`src/rtl/axi_lite_rvc_regs_if.sv`:
```
// AXI4-Lite channel bundle for the RVC register block.
// slave: responder side; master: requester side.
interface axi_lite_rvc_regs_if #(
  parameter int unsigned AxiAddrWidth = 32,
  parameter int unsigned AxiDataWidth = 128,
  parameter int unsigned AxiStrbWidth = 16
);
  logic [AxiAddrWidth-1:0] aw_addr_i;
  logic [2:0]              aw_prot_i;
  logic                    aw_valid_i;
  logic                    aw_ready_o;
  logic [AxiDataWidth-1:0] w_data_i;
  logic [AxiStrbWidth-1:0] w_strb_i;
  logic                    w_valid_i;
  logic                    w_ready_o;
  logic [1:0]              b_resp_o;
  logic                    b_valid_o;
  logic                    b_ready_i;
  logic [AxiAddrWidth-1:0] ar_addr_i;
  logic [2:0]              ar_prot_i;
  logic                    ar_valid_i;
  logic                    ar_ready_o;
  logic [AxiDataWidth-1:0] r_data_o;
  logic [1:0]              r_resp_o;
  logic                    r_valid_o;
  logic                    r_ready_i;

  modport slave (
    input  aw_addr_i, aw_prot_i, aw_valid_i,
    output aw_ready_o,
    input  w_data_i, w_strb_i, w_valid_i,
    output w_ready_o,
    output b_resp_o, b_valid_o,
    input  b_ready_i,
    input  ar_addr_i, ar_prot_i, ar_valid_i,
    output ar_ready_o,
    output r_data_o, r_resp_o, r_valid_o,
    input  r_ready_i
  );

  modport master (
    output aw_addr_i, aw_prot_i, aw_valid_i,
    input  aw_ready_o,
    output w_data_i, w_strb_i, w_valid_i,
    input  w_ready_o,
    input  b_resp_o, b_valid_o,
    output b_ready_i,
    output ar_addr_i, ar_prot_i, ar_valid_i,
    input  ar_ready_o,
    input  r_data_o, r_resp_o, r_valid_o,
    output r_ready_i
  );
endinterface

```
`src/rtl/axi_lite_rvc_regs.sv`:
```
// AXI4-Lite register file for a Root Voter Cell: CTRL, STATUS,
// MISMATCH_CNT, TIMEOUT, SCRATCH. Ports: clk_i, rst_ni, bus (slave),
// status_i, mismatch_i, enable_o, timeout_o.
module axi_lite_rvc_regs #(
  parameter int unsigned AxiAddrWidth = 32,
  parameter int unsigned AxiDataWidth = 128,
  parameter int unsigned AxiStrbWidth = 16,
  parameter logic [31:0] TimeoutRst   = 32'h0000_FFFF
) (
  input  logic                clk_i,
  input  logic                rst_ni,
  axi_lite_rvc_regs_if.slave  bus,
  input  logic [7:0]          status_i,
  input  logic                mismatch_i,
  output logic                enable_o,
  output logic [31:0]         timeout_o
);
  localparam int unsigned Lanes = AxiDataWidth / 32;
  localparam logic [5:0] LaneMask = 6'(Lanes - 1);

  localparam logic [2:0] W_IDLE    = 3'd0;
  localparam logic [2:0] W_HAVE_AW = 3'd1;
  localparam logic [2:0] W_HAVE_W  = 3'd2;
  localparam logic [2:0] W_BOTH    = 3'd3;
  localparam logic [2:0] W_RESP    = 3'd4;
  localparam logic R_IDLE = 1'b0;
  localparam logic R_RESP = 1'b1;

  logic [2:0]              r_wst, w_wst_nxt;
  logic                    r_aw_rdy, r_w_rdy, r_b_vld;
  logic [1:0]              r_b_resp;
  logic [5:0]              r_awidx;
  logic [AxiDataWidth-1:0] r_wdata;
  logic [AxiStrbWidth-1:0] r_wstrb;
  logic                    r_rst, r_ar_rdy, r_r_vld;
  logic [1:0]              r_r_resp;
  logic [AxiDataWidth-1:0] r_rdata;
  logic                    r_enable;
  logic [31:0]             r_timeout, r_scratch, r_cnt;

  logic w_aw_hs, w_w_hs, w_b_hs, w_ar_hs, w_r_hs;
  logic w_commit, w_clear, w_werr, w_rerr;
  logic w_sel_ctrl, w_sel_tmo, w_sel_scr;
  logic [5:0]  w_wlane, w_ridx, w_rlane;
  logic [3:0]  w_ws;
  logic [31:0] w_wd, w_rd32;
  logic        w_unused;

  function automatic logic [31:0] f_merge(
    input logic [31:0] i_old,
    input logic [31:0] i_new,
    input logic [3:0]  i_be
  );
    logic [31:0] v;
    v = i_old;
    for (int k = 0; k < 4; k++)
      if (i_be[k]) v[8*k +: 8] = i_new[8*k +: 8];
    return v;
  endfunction

  assign w_aw_hs = bus.aw_valid_i & r_aw_rdy;
  assign w_w_hs  = bus.w_valid_i & r_w_rdy;
  assign w_b_hs  = r_b_vld & bus.b_ready_i;
  assign w_ar_hs = bus.ar_valid_i & r_ar_rdy;
  assign w_r_hs  = r_r_vld & bus.r_ready_i;

  // Write path
  always_comb begin
    w_wst_nxt = r_wst;
    case (r_wst)
      W_IDLE: begin
        if (w_aw_hs && w_w_hs) w_wst_nxt = W_BOTH;
        else if (w_aw_hs)      w_wst_nxt = W_HAVE_AW;
        else if (w_w_hs)       w_wst_nxt = W_HAVE_W;
      end
      W_HAVE_AW: if (w_w_hs)  w_wst_nxt = W_BOTH;
      W_HAVE_W:  if (w_aw_hs) w_wst_nxt = W_BOTH;
      W_BOTH:    w_wst_nxt = W_RESP;
      W_RESP:    if (w_b_hs)  w_wst_nxt = W_IDLE;
      default:   w_wst_nxt = W_IDLE;
    endcase
  end

  assign w_commit   = (r_wst == W_BOTH);
  assign w_wlane    = r_awidx & LaneMask;
  assign w_ws       = 4'(r_wstrb >> {w_wlane, 2'b00});
  assign w_wd       = 32'(r_wdata >> {w_wlane, 5'b0});
  assign w_sel_ctrl = (r_awidx == 6'd0);
  assign w_sel_tmo  = (r_awidx == 6'd3);
  assign w_sel_scr  = (r_awidx == 6'd4);
  assign w_werr     = ~(w_sel_ctrl | w_sel_tmo | w_sel_scr);
  // clear is a self-clearing strobe; it is never stored
  assign w_clear    = w_commit & w_sel_ctrl & w_ws[0] & w_wd[1];

  always_ff @(posedge clk_i or negedge rst_ni) begin
    if (!rst_ni) begin
      r_wst    <= W_IDLE;
      r_aw_rdy <= 1'b0;
      r_w_rdy  <= 1'b0;
      r_b_vld  <= 1'b0;
      r_b_resp <= 2'b00;
      r_awidx  <= '0;
      r_wdata  <= '0;
      r_wstrb  <= '0;
    end else begin
      r_wst    <= w_wst_nxt;
      // readies follow the next state so they are registered outputs
      r_aw_rdy <= (w_wst_nxt == W_IDLE) || (w_wst_nxt == W_HAVE_W);
      r_w_rdy  <= (w_wst_nxt == W_IDLE) || (w_wst_nxt == W_HAVE_AW);
      if (w_aw_hs) r_awidx <= bus.aw_addr_i[7:2];
      if (w_w_hs) begin
        r_wdata <= bus.w_data_i;
        r_wstrb <= bus.w_strb_i;
      end
      if (w_commit) begin
        r_b_vld  <= 1'b1;
        r_b_resp <= w_werr ? 2'b10 : 2'b00;
      end else if (w_b_hs) begin
        r_b_vld  <= 1'b0;
      end
    end
  end

  // Register file and mismatch counter
  always_ff @(posedge clk_i or negedge rst_ni) begin
    if (!rst_ni) begin
      r_enable  <= 1'b0;
      r_timeout <= TimeoutRst;
      r_scratch <= '0;
      r_cnt     <= '0;
    end else begin
      if (w_commit && w_sel_ctrl && w_ws[0]) r_enable <= w_wd[0];
      if (w_commit && w_sel_tmo)
        r_timeout <= f_merge(r_timeout, w_wd, w_ws);
      if (w_commit && w_sel_scr)
        r_scratch <= f_merge(r_scratch, w_wd, w_ws);
      if (w_clear)
        r_cnt <= '0;
      else if (r_enable && mismatch_i && !(&r_cnt))
        r_cnt <= r_cnt + 32'd1;
    end
  end

  // Read path
  assign w_ridx  = bus.ar_addr_i[7:2];
  assign w_rlane = w_ridx & LaneMask;

  always_comb begin
    w_rd32 = '0;
    w_rerr = 1'b0;
    unique case (1'b1)
      (w_ridx == 6'd0): w_rd32 = {31'b0, r_enable};
      (w_ridx == 6'd1): w_rd32 = {24'b0, status_i};
      (w_ridx == 6'd2): w_rd32 = r_cnt;
      (w_ridx == 6'd3): w_rd32 = r_timeout;
      (w_ridx == 6'd4): w_rd32 = r_scratch;
      default:          w_rerr = 1'b1;
    endcase
  end

  always_ff @(posedge clk_i or negedge rst_ni) begin
    if (!rst_ni) begin
      r_rst    <= R_IDLE;
      r_ar_rdy <= 1'b0;
      r_r_vld  <= 1'b0;
      r_r_resp <= 2'b00;
      r_rdata  <= '0;
    end else if (w_ar_hs) begin
      r_rst    <= R_RESP;
      r_ar_rdy <= 1'b0;
      r_r_vld  <= 1'b1;
      r_r_resp <= w_rerr ? 2'b10 : 2'b00;
      r_rdata  <= AxiDataWidth'(w_rd32) << {w_rlane, 5'b0};
    end else if (w_r_hs) begin
      r_rst    <= R_IDLE;
      r_ar_rdy <= 1'b1;
      r_r_vld  <= 1'b0;
    end else if (r_rst == R_IDLE) begin
      r_ar_rdy <= 1'b1;
    end
  end

  assign bus.aw_ready_o = r_aw_rdy;
  assign bus.w_ready_o  = r_w_rdy;
  assign bus.b_valid_o  = r_b_vld;
  assign bus.b_resp_o   = r_b_resp;
  assign bus.ar_ready_o = r_ar_rdy;
  assign bus.r_valid_o  = r_r_vld;
  assign bus.r_resp_o   = r_r_resp;
  assign bus.r_data_o   = r_rdata;
  assign enable_o       = r_enable;
  assign timeout_o      = r_timeout;

  assign w_unused = ^{bus.aw_prot_i, bus.ar_prot_i,
                      bus.aw_addr_i[AxiAddrWidth-1:8],
                      bus.aw_addr_i[1:0],
                      bus.ar_addr_i[AxiAddrWidth-1:8],
                      bus.ar_addr_i[1:0]};
endmodule

```
`src/flat_wrapper.sv`:
```
// flat-port wrapper written by rule: the top's interface ports become plain ports
module axi_lite_rvc_regs_flat 
#(
  parameter int unsigned AxiAddrWidth = 32,
  parameter int unsigned AxiDataWidth = 128,
  parameter int unsigned AxiStrbWidth = 16,
  parameter logic [31:0] TimeoutRst   = 32'h0000_FFFF
)
  (clk_i, rst_ni, status_i, mismatch_i, enable_o, timeout_o, bus_aw_addr_i, bus_aw_prot_i, bus_aw_valid_i, bus_aw_ready_o, bus_w_data_i, bus_w_strb_i, bus_w_valid_i, bus_w_ready_o, bus_b_resp_o, bus_b_valid_o, bus_b_ready_i, bus_ar_addr_i, bus_ar_prot_i, bus_ar_valid_i, bus_ar_ready_o, bus_r_data_o, bus_r_resp_o, bus_r_valid_o, bus_r_ready_i);
  axi_lite_rvc_regs_if #(.AxiAddrWidth(AxiAddrWidth), .AxiDataWidth(AxiDataWidth), .AxiStrbWidth(AxiStrbWidth)) bus_i ();
  input  logic clk_i;
  input  logic rst_ni;
  input  logic [7:0] status_i;
  input  logic mismatch_i;
  output logic enable_o;
  output logic [31:0] timeout_o;
  input wire logic [$bits(bus_i.aw_addr_i)-1:0] bus_aw_addr_i;
  input wire logic [$bits(bus_i.aw_prot_i)-1:0] bus_aw_prot_i;
  input wire logic [$bits(bus_i.aw_valid_i)-1:0] bus_aw_valid_i;
  output wire logic [$bits(bus_i.aw_ready_o)-1:0] bus_aw_ready_o;
  input wire logic [$bits(bus_i.w_data_i)-1:0] bus_w_data_i;
  input wire logic [$bits(bus_i.w_strb_i)-1:0] bus_w_strb_i;
  input wire logic [$bits(bus_i.w_valid_i)-1:0] bus_w_valid_i;
  output wire logic [$bits(bus_i.w_ready_o)-1:0] bus_w_ready_o;
  output wire logic [$bits(bus_i.b_resp_o)-1:0] bus_b_resp_o;
  output wire logic [$bits(bus_i.b_valid_o)-1:0] bus_b_valid_o;
  input wire logic [$bits(bus_i.b_ready_i)-1:0] bus_b_ready_i;
  input wire logic [$bits(bus_i.ar_addr_i)-1:0] bus_ar_addr_i;
  input wire logic [$bits(bus_i.ar_prot_i)-1:0] bus_ar_prot_i;
  input wire logic [$bits(bus_i.ar_valid_i)-1:0] bus_ar_valid_i;
  output wire logic [$bits(bus_i.ar_ready_o)-1:0] bus_ar_ready_o;
  output wire logic [$bits(bus_i.r_data_o)-1:0] bus_r_data_o;
  output wire logic [$bits(bus_i.r_resp_o)-1:0] bus_r_resp_o;
  output wire logic [$bits(bus_i.r_valid_o)-1:0] bus_r_valid_o;
  input wire logic [$bits(bus_i.r_ready_i)-1:0] bus_r_ready_i;
  assign bus_i.aw_addr_i = bus_aw_addr_i;
  assign bus_i.aw_prot_i = bus_aw_prot_i;
  assign bus_i.aw_valid_i = bus_aw_valid_i;
  assign bus_aw_ready_o = bus_i.aw_ready_o;
  assign bus_i.w_data_i = bus_w_data_i;
  assign bus_i.w_strb_i = bus_w_strb_i;
  assign bus_i.w_valid_i = bus_w_valid_i;
  assign bus_w_ready_o = bus_i.w_ready_o;
  assign bus_b_resp_o = bus_i.b_resp_o;
  assign bus_b_valid_o = bus_i.b_valid_o;
  assign bus_i.b_ready_i = bus_b_ready_i;
  assign bus_i.ar_addr_i = bus_ar_addr_i;
  assign bus_i.ar_prot_i = bus_ar_prot_i;
  assign bus_i.ar_valid_i = bus_ar_valid_i;
  assign bus_ar_ready_o = bus_i.ar_ready_o;
  assign bus_r_data_o = bus_i.r_data_o;
  assign bus_r_resp_o = bus_i.r_resp_o;
  assign bus_r_valid_o = bus_i.r_valid_o;
  assign bus_i.r_ready_i = bus_r_ready_i;
  axi_lite_rvc_regs #(.AxiAddrWidth(AxiAddrWidth), .AxiDataWidth(AxiDataWidth), .AxiStrbWidth(AxiStrbWidth), .TimeoutRst(TimeoutRst)) u_core (.clk_i(clk_i), .rst_ni(rst_ni), .bus(bus_i), .status_i(status_i), .mismatch_i(mismatch_i), .enable_o(enable_o), .timeout_o(timeout_o));
endmodule
```
`config.mk`:
```
export PLATFORM = sky130hd
export DESIGN_NAME = axi_lite_rvc_regs_flat
export DESIGN_NICKNAME = d
export VERILOG_FILES = /design/src/rtl/axi_lite_rvc_regs_if.sv /design/src/rtl/axi_lite_rvc_regs.sv /design/src/flat_wrapper.sv
export SDC_FILE = /design/constraint.sdc
export NUM_CORES = 1
export LEC_CHECK = 0
export BUFFER_PORTS_ARGS = -buffer_cell sky130_fd_sc_hd__buf_4
export CAP_MARGIN = 20
export CORE_UTILIZATION = 50
export DETAILED_ROUTE_END_ITERATION = 7
export PLACE_DENSITY = 0.75
export SLEW_MARGIN = 20
export SYNTH_ARGS = -nofsm -noshare
export SYNTH_HDL_FRONTEND = slang
export SYNTH_SLANG_ARGS = --single-unit
```
`constraint.sdc`:
```
create_clock -name clk_i -period 3.91 [get_ports clk_i]
set_clock_uncertainty 0.2 [all_clocks]
set_input_delay 0.1955 -clock clk_i [delete_from_list [all_inputs] [get_ports clk_i]]
set_output_delay 0.1955 -clock clk_i [all_outputs]
set_load 0.1 [all_outputs]
```
---- After elaboration in Yosys (flattened, before gate mapping) ----
Index checks and enable logic that the tools add are counted.
word-level totals
  input bits .............................. 230
  latch bits .............................. 0
  memory bits (writable) .................. 0
  bits in read-only memories .............. 0
  output and inout port bits .............. 170
  memories kept ........................... 0
  word-level logic and storage cells ...... 95
  flip-flop bits (word level) ............. 387
operators by class
  shift operators ......................... 3
  mux-type cells .......................... 19
  divide/modulo/power cells ............... 0
  add/subtract/negate cells ............... 1
  equal/unequal tests ..................... 13
  multipliers ............................. 0
  reduce and logical (&&, ||, !) cells .... 27
  bitwise operators ....................... 10
  $lt $le $gt $ge ......................... 0
operators by type and width
  kind                   count
  $pmux 32 s5            1
  $shl 32x7->128         1
  $shr 128x7->32         1
  $mux 32                2
  $add 32x1->32 const B  1
  $reduce_and 32->1      1
  $eq 6x2->1 const B     3
  $mux 3                 6
  $reduce_and 2->1       8
  $shr 16x4->4           1
  $pmux 3 s5             1
  $eq 6x3->1 const B     2
  $logic_not 6->1        2
  $eq 3x2->1 const B     3
  $and 1x1->1            8
  $logic_and 1x1->1      7
  $mux 1                 7
  $eq 3x1->1 const B     2
  $eq 6x1->1 const B     1
  $logic_not 3->1        2
  $reduce_bool 2->1      3
  $reduce_or 5->1        1
  $mux 2                 2
  $eq 3x3->1 const B     1
  other kinds (4)        6

---- Logic depth before layout (Yosys ltp) ----
  depth in word-level cells ............... 7
  gate-level depth with buffers ........... 7
  mapped depth without buffers ............ 6

---- Worst setup path after synthesis ----
OpenSTA, ideal clock, no wires.
  path type ............................... reg2reg
  start ................................... register u_core.r_enable (netlist: u_core.enable_o)
  end ..................................... register u_core.r_cnt[29]
  library setup time ...................... 0.077 ns
  path buffers ............................ 0
  period minus slack after synthesis ...... 2.759 ns
  arrival ................................. 2.481 ns
  required time ........................... 3.633 ns
  setup slack ............................. 1.151 ns
  stages on the path, launching flop included .. 6
  cells stage by stage .................... dfrtp_1 nand4_1 or4_4 a211o_1 or4_1 a21oi_1
on the way
  word-level cells in the longest chain between the ends .. 3
RTL lines
  element                         RTL line                  source
  start: declaration              axi_lite_rvc_regs.sv:38   logic r_enable;
  start signal: assignment        axi_lite_rvc_regs.sv:132  if (w_commit && w_sel_ctrl && w_ws[0]) r_enable <= w_wd[0];
  $logic_and 1x1->1 (2 in a row)  axi_lite_rvc_regs.sv:139  else if (r_enable && mismatch_i && !(&r_cnt))
  $reduce_bool 2->1 (no line)     -
  end signal: assignment          axi_lite_rvc_regs.sv:140  r_cnt <= r_cnt + 32'd1;
  end: declaration                axi_lite_rvc_regs.sv:39   logic [31:0] r_timeout, r_scratch, r_cnt;
No other way between the ends.
A chain may end at the register's enable or synchronous reset.

---- Worst setup path in the final report ----
  start ................................... register u_core.r_ar_rdy (netlist: u_core.bus.ar_ready_o)
  end ..................................... register u_core.r_rdata[15] (netlist: u_core.bus.r_data_o[15])
on the way
  word-level cells in the longest chain between the ends .. 1
RTL lines
  element                   RTL line                  source
  start: declaration        axi_lite_rvc_regs.sv:35   logic r_rst, r_ar_rdy, r_r_vld;
  start signal: assignment  axi_lite_rvc_regs.sv:164  r_ar_rdy <= 1'b0;
  start signal: assignment  axi_lite_rvc_regs.sv:170  r_ar_rdy <= 1'b0;
  start signal: assignment  axi_lite_rvc_regs.sv:176  r_ar_rdy <= 1'b1;
  $and 1x1->1               axi_lite_rvc_regs.sv:64   assign w_ar_hs = bus.ar_valid_i & r_ar_rdy;
  end signal: assignment    axi_lite_rvc_regs.sv:173  r_rdata <= AxiDataWidth'(w_rd32) << {w_rlane, 5'b0};
  end: declaration          axi_lite_rvc_regs.sv:37   logic [AxiDataWidth-1:0] r_rdata;
No other way between the ends.

==> impl_metrics.csv <==
group,metric,value,unit
status,status,"complete, no violations",
worst_hold_path,hold_depth,3,
sta,fin_setup_tns,0,ns
sta,tightest_slew,0.923,ns
detailed_routing,via_per_inst,5.47,
setup_path,crit_arrival,2.90,ns
clock_tree,tritoncts,"yes",
power,comb_power_share,28.3,%
synth,yosysTopAreaCell,"dfrtp_1",
synth,synth.top_cell.area_share,59.0,%
sta,min_period_over_period,67.7,%
detailed_routing,drtIter0Drc,634,
finish,drive_gt1_share,42.3,%
synth,syn_area,0.0155,mm^2
clock_tree,clk_pin_slew_worst_paths,0.06,ns
power,switching_share,32.0,%
power,ir_drop,0.000578,V
clock_tree,cts_sinks,381,
floorplanning,core_area,0.0305,mm^2
synth,ys_seq_area_share,61.7,%
detailed_routing,drc_errors,0,
detailed_routing,firstDrtPassIters,5,
global_routing,antenna_found_initial,1,
sta,rsz0062_at_grt,"false",
setup_path,worstPathRequired,4.17,ns
synth,synth-async-reset-ratio,100,%
synth,synth-seq-cells,381,
synth,ys.flop_type,"dfrtp_1",
detailed_routing,vias,11272,
finish,area_growth,39.5,%
place,place_area,0.0185,mm^2
finish,final_nets,1863,
synth,synth.area.top_cells,"dfrtp_1 (59%), mux2_2 (15%), mux4_2 (4.7%)",
synth,synth_cell_types,58,
power,clock_power_share,30.7,%
setup_path,crit_fanout,91,
sta,slew_violations,0,
finish,layout_commonest_cell,"dfrtp_1",
global_routing,grt_pass1_wl,65000,um
synth,syn-mean-instance-area,13.7,um^2
sta,setup_viol,0,
floorplanning,die-area,0.0317,mm^2
setup_path,path_class,"reg2reg",
power,seq_power_share,41.0,%
floorplanning,boundaryPins,400,
power,p_int,9370,uW
flow_run,cap_violations,0,
synth,synth-edff-count,0,
place,port_buffers,335,
finish,final_cell_mix,"dfrtp_1 (363), buf_4 (347), mux2_2 (213), dlygate4sd3_1 (162), nand2_1 (126)",
place,gp_congestion,0.846,
sta,hold_viol,0,
setup_path,endpoint_kind,"flop",
detailed_routing,wire_per_inst,20.4,um
finish,fin_area,0.0216,mm^2
sta,period_minus_slack,2.65,ns
floorplanning,row_count,64,
floorplanning,initial_core_util,50.7,%
synth,ys_warn_count,0,
power,leakagePower,0.0100,uW
floorplanning,die_width,178,um
global_routing,track_usage,26.8,%
sta,relSlewSlack,38.5,%
setup_path,worst_r2r_path_depth,4,
place,dp_hpwl,26600,um
global_routing,grt_pass1_vias,11803,
clock_tree,clk_latency,0.53,ns
global_routing,gr-total-overflow,0,
detailed_routing,drtAntennaViolNets,0,
clock_tree,htree_levels,2,
worst_hold_path,hold_class,"in2reg",
floorplanning,dieHeight,178,um
clock_tree,clockRootBuffer,"clkbuf_16",
global_routing,grt_max_degree,117,
clock_tree,clk_path_buf_depth,3,
sta,max_freq,378,MHz
power,p_switching,4410,uW
clock_tree,cts.repair.resized,0,
clock_tree,cts_buffers,41,
synth,synthCells,1132,
setup_path,critPathLaunchType,"flop",
detailed_routing,wl,42100,um
power,p_per_area,638,mW/mm^2
[sequential cells by signal, summed over array words and instances (netlist names), 3 cells and up]
signal	cells
u_core.r_wst	3
u_core.r_wdata	128
u_core.r_cnt	32
u_core.r_wstrb	12
u_core.bus.r_data_o	128
u_core.r_scratch	32
u_core.r_awidx	6
u_core.timeout_o	32
[worst max-delay path, stage by stage, from the launching register on]
cell           delay (ns)
dfrtp_1              0.44
nand2_4              0.51
nor4b_4              0.39
dlygate4sd3_1        0.83
a22o_1               0.20
[synthesized netlist by cell type, types with 5 or more instances]
| master | number |
|---|---|
| a21oi_1 | 24 |
| a22o_1 | 49 |
| a22oi_1 | 9 |
| and2_1 | 25 |
| buf_1 | 6 |
| clkbuf_1 | 47 |
| dfrtp_1 | 365 |
| dfstp_2 | 16 |
| inv_1 | 6 |
| mux2_2 | 213 |
| mux2i_1 | 5 |
| mux4_2 | 32 |
| nand2_1 | 128 |
| nand3_1 | 11 |
| nand4_1 | 12 |
| nor2_1 | 23 |
| o21ai_0 | 72 |
| o31ai_1 | 5 |
| or3_1 | 20 |
| or4_1 | 6 |
| xnor2_1 | 5 |
[metrics by stage]
step / total power [uW] / std cells / hold slack (ns) / util [%] / setup slack [ns]
floorplan: 8110 / 1133 / -0.300 / - / 1.15
global placement: 9160 / 1823 / 0.122 / 60.6 / 1.33
detailed placement: 9320 / 1823 / 0.119 / 60.6 / 1.30
CTS: 13700 / 2060 / 0.0396 / 70.8 / 1.26
global route: 14300 / 2061 / 0.0932 / 70.8 / 1.09
finish: 13800 / 2061 / 0.0859 / 70.8 / 1.26
[area by class of cell]
type	instances	area, um^2
antenna	1	2.50
clock buffer	57	1220
clock inverter	18	274
fill	2006	8910
inverter	6	22.5
multi-input combinational	688	5710
sequential	381	9560
tap	396	495
timing repair buffer	514	4320
[power by group through the flow]
| stage | Sequential [uW] | Combinational, uW | Clock (uW) |
|---|---|---|---|
| after floorplan | 6080 | 2040 | 0 |
| after global placement | 5560 | 3600 | 0 |
| after detailed placement | 5630 | 3690 | 0 |
| after CTS | 5560 | 3840 | 4260 |
| after global routing | 5730 | 4100 | 4460 |
| final | 5640 | 3900 | 4230 |
[what timing repair did]
item,CTS,global route
buffers inserted,0,0
hold buffers,162,0
endpoints found under the hold margin,284,0
setup endpoints to repair,0,0
[final timing paths]
kind                            slack, ns                     from                       to
worst max-delay path                 1.26    u_core.bus.ar_ready_o  u_core.bus.r_data_o[15]
worst min-delay path                 0.09           bus_aw_valid_i        u_core.r_awidx[0]
worst max register to register       1.26    u_core.bus.ar_ready_o  u_core.bus.r_data_o[15]
worst min register to register       0.28  u_core.bus.r_data_o[87]  u_core.bus.r_data_o[87]
max in group asynchronous            2.38                   rst_ni        u_core.r_awidx[0]
min in group asynchronous            0.14                   rst_ni  u_core.bus.r_data_o[45]
[cells by family (layout without fill, tap and decap cells)]
family / Yosys count / in the layout / synth area share (%)
AO/OA/AOI/OAI: 174 / 174 / 7.28
XOR/XNOR: 7 / 7 / 0.396
adder cells (fa/ha/maj): 1 / 1 / 0.0808
buffers and inverters: 64 / 595 / 1.68
flip-flops: 381 / 381 / 61.7
multiplexers: 250 / 250 / 20.5
other: 1 / 3 / 0.0242
AND/OR/NAND/NOR: 254 / 254 / 8.35
[metal layers]
layer | wire (um) | track usage, % | vias up
met5 | 0 | 0 | -
li1 | - | - | 5097
met4 | 1350 | 9.01 | 0
met2 | 21000 | 45.5 | 414
met3 | 2580 | 5.12 | 95
met1 | 17200 | 34.6 | 5666
No activity file was read; power rests on OpenSTA's default activity.
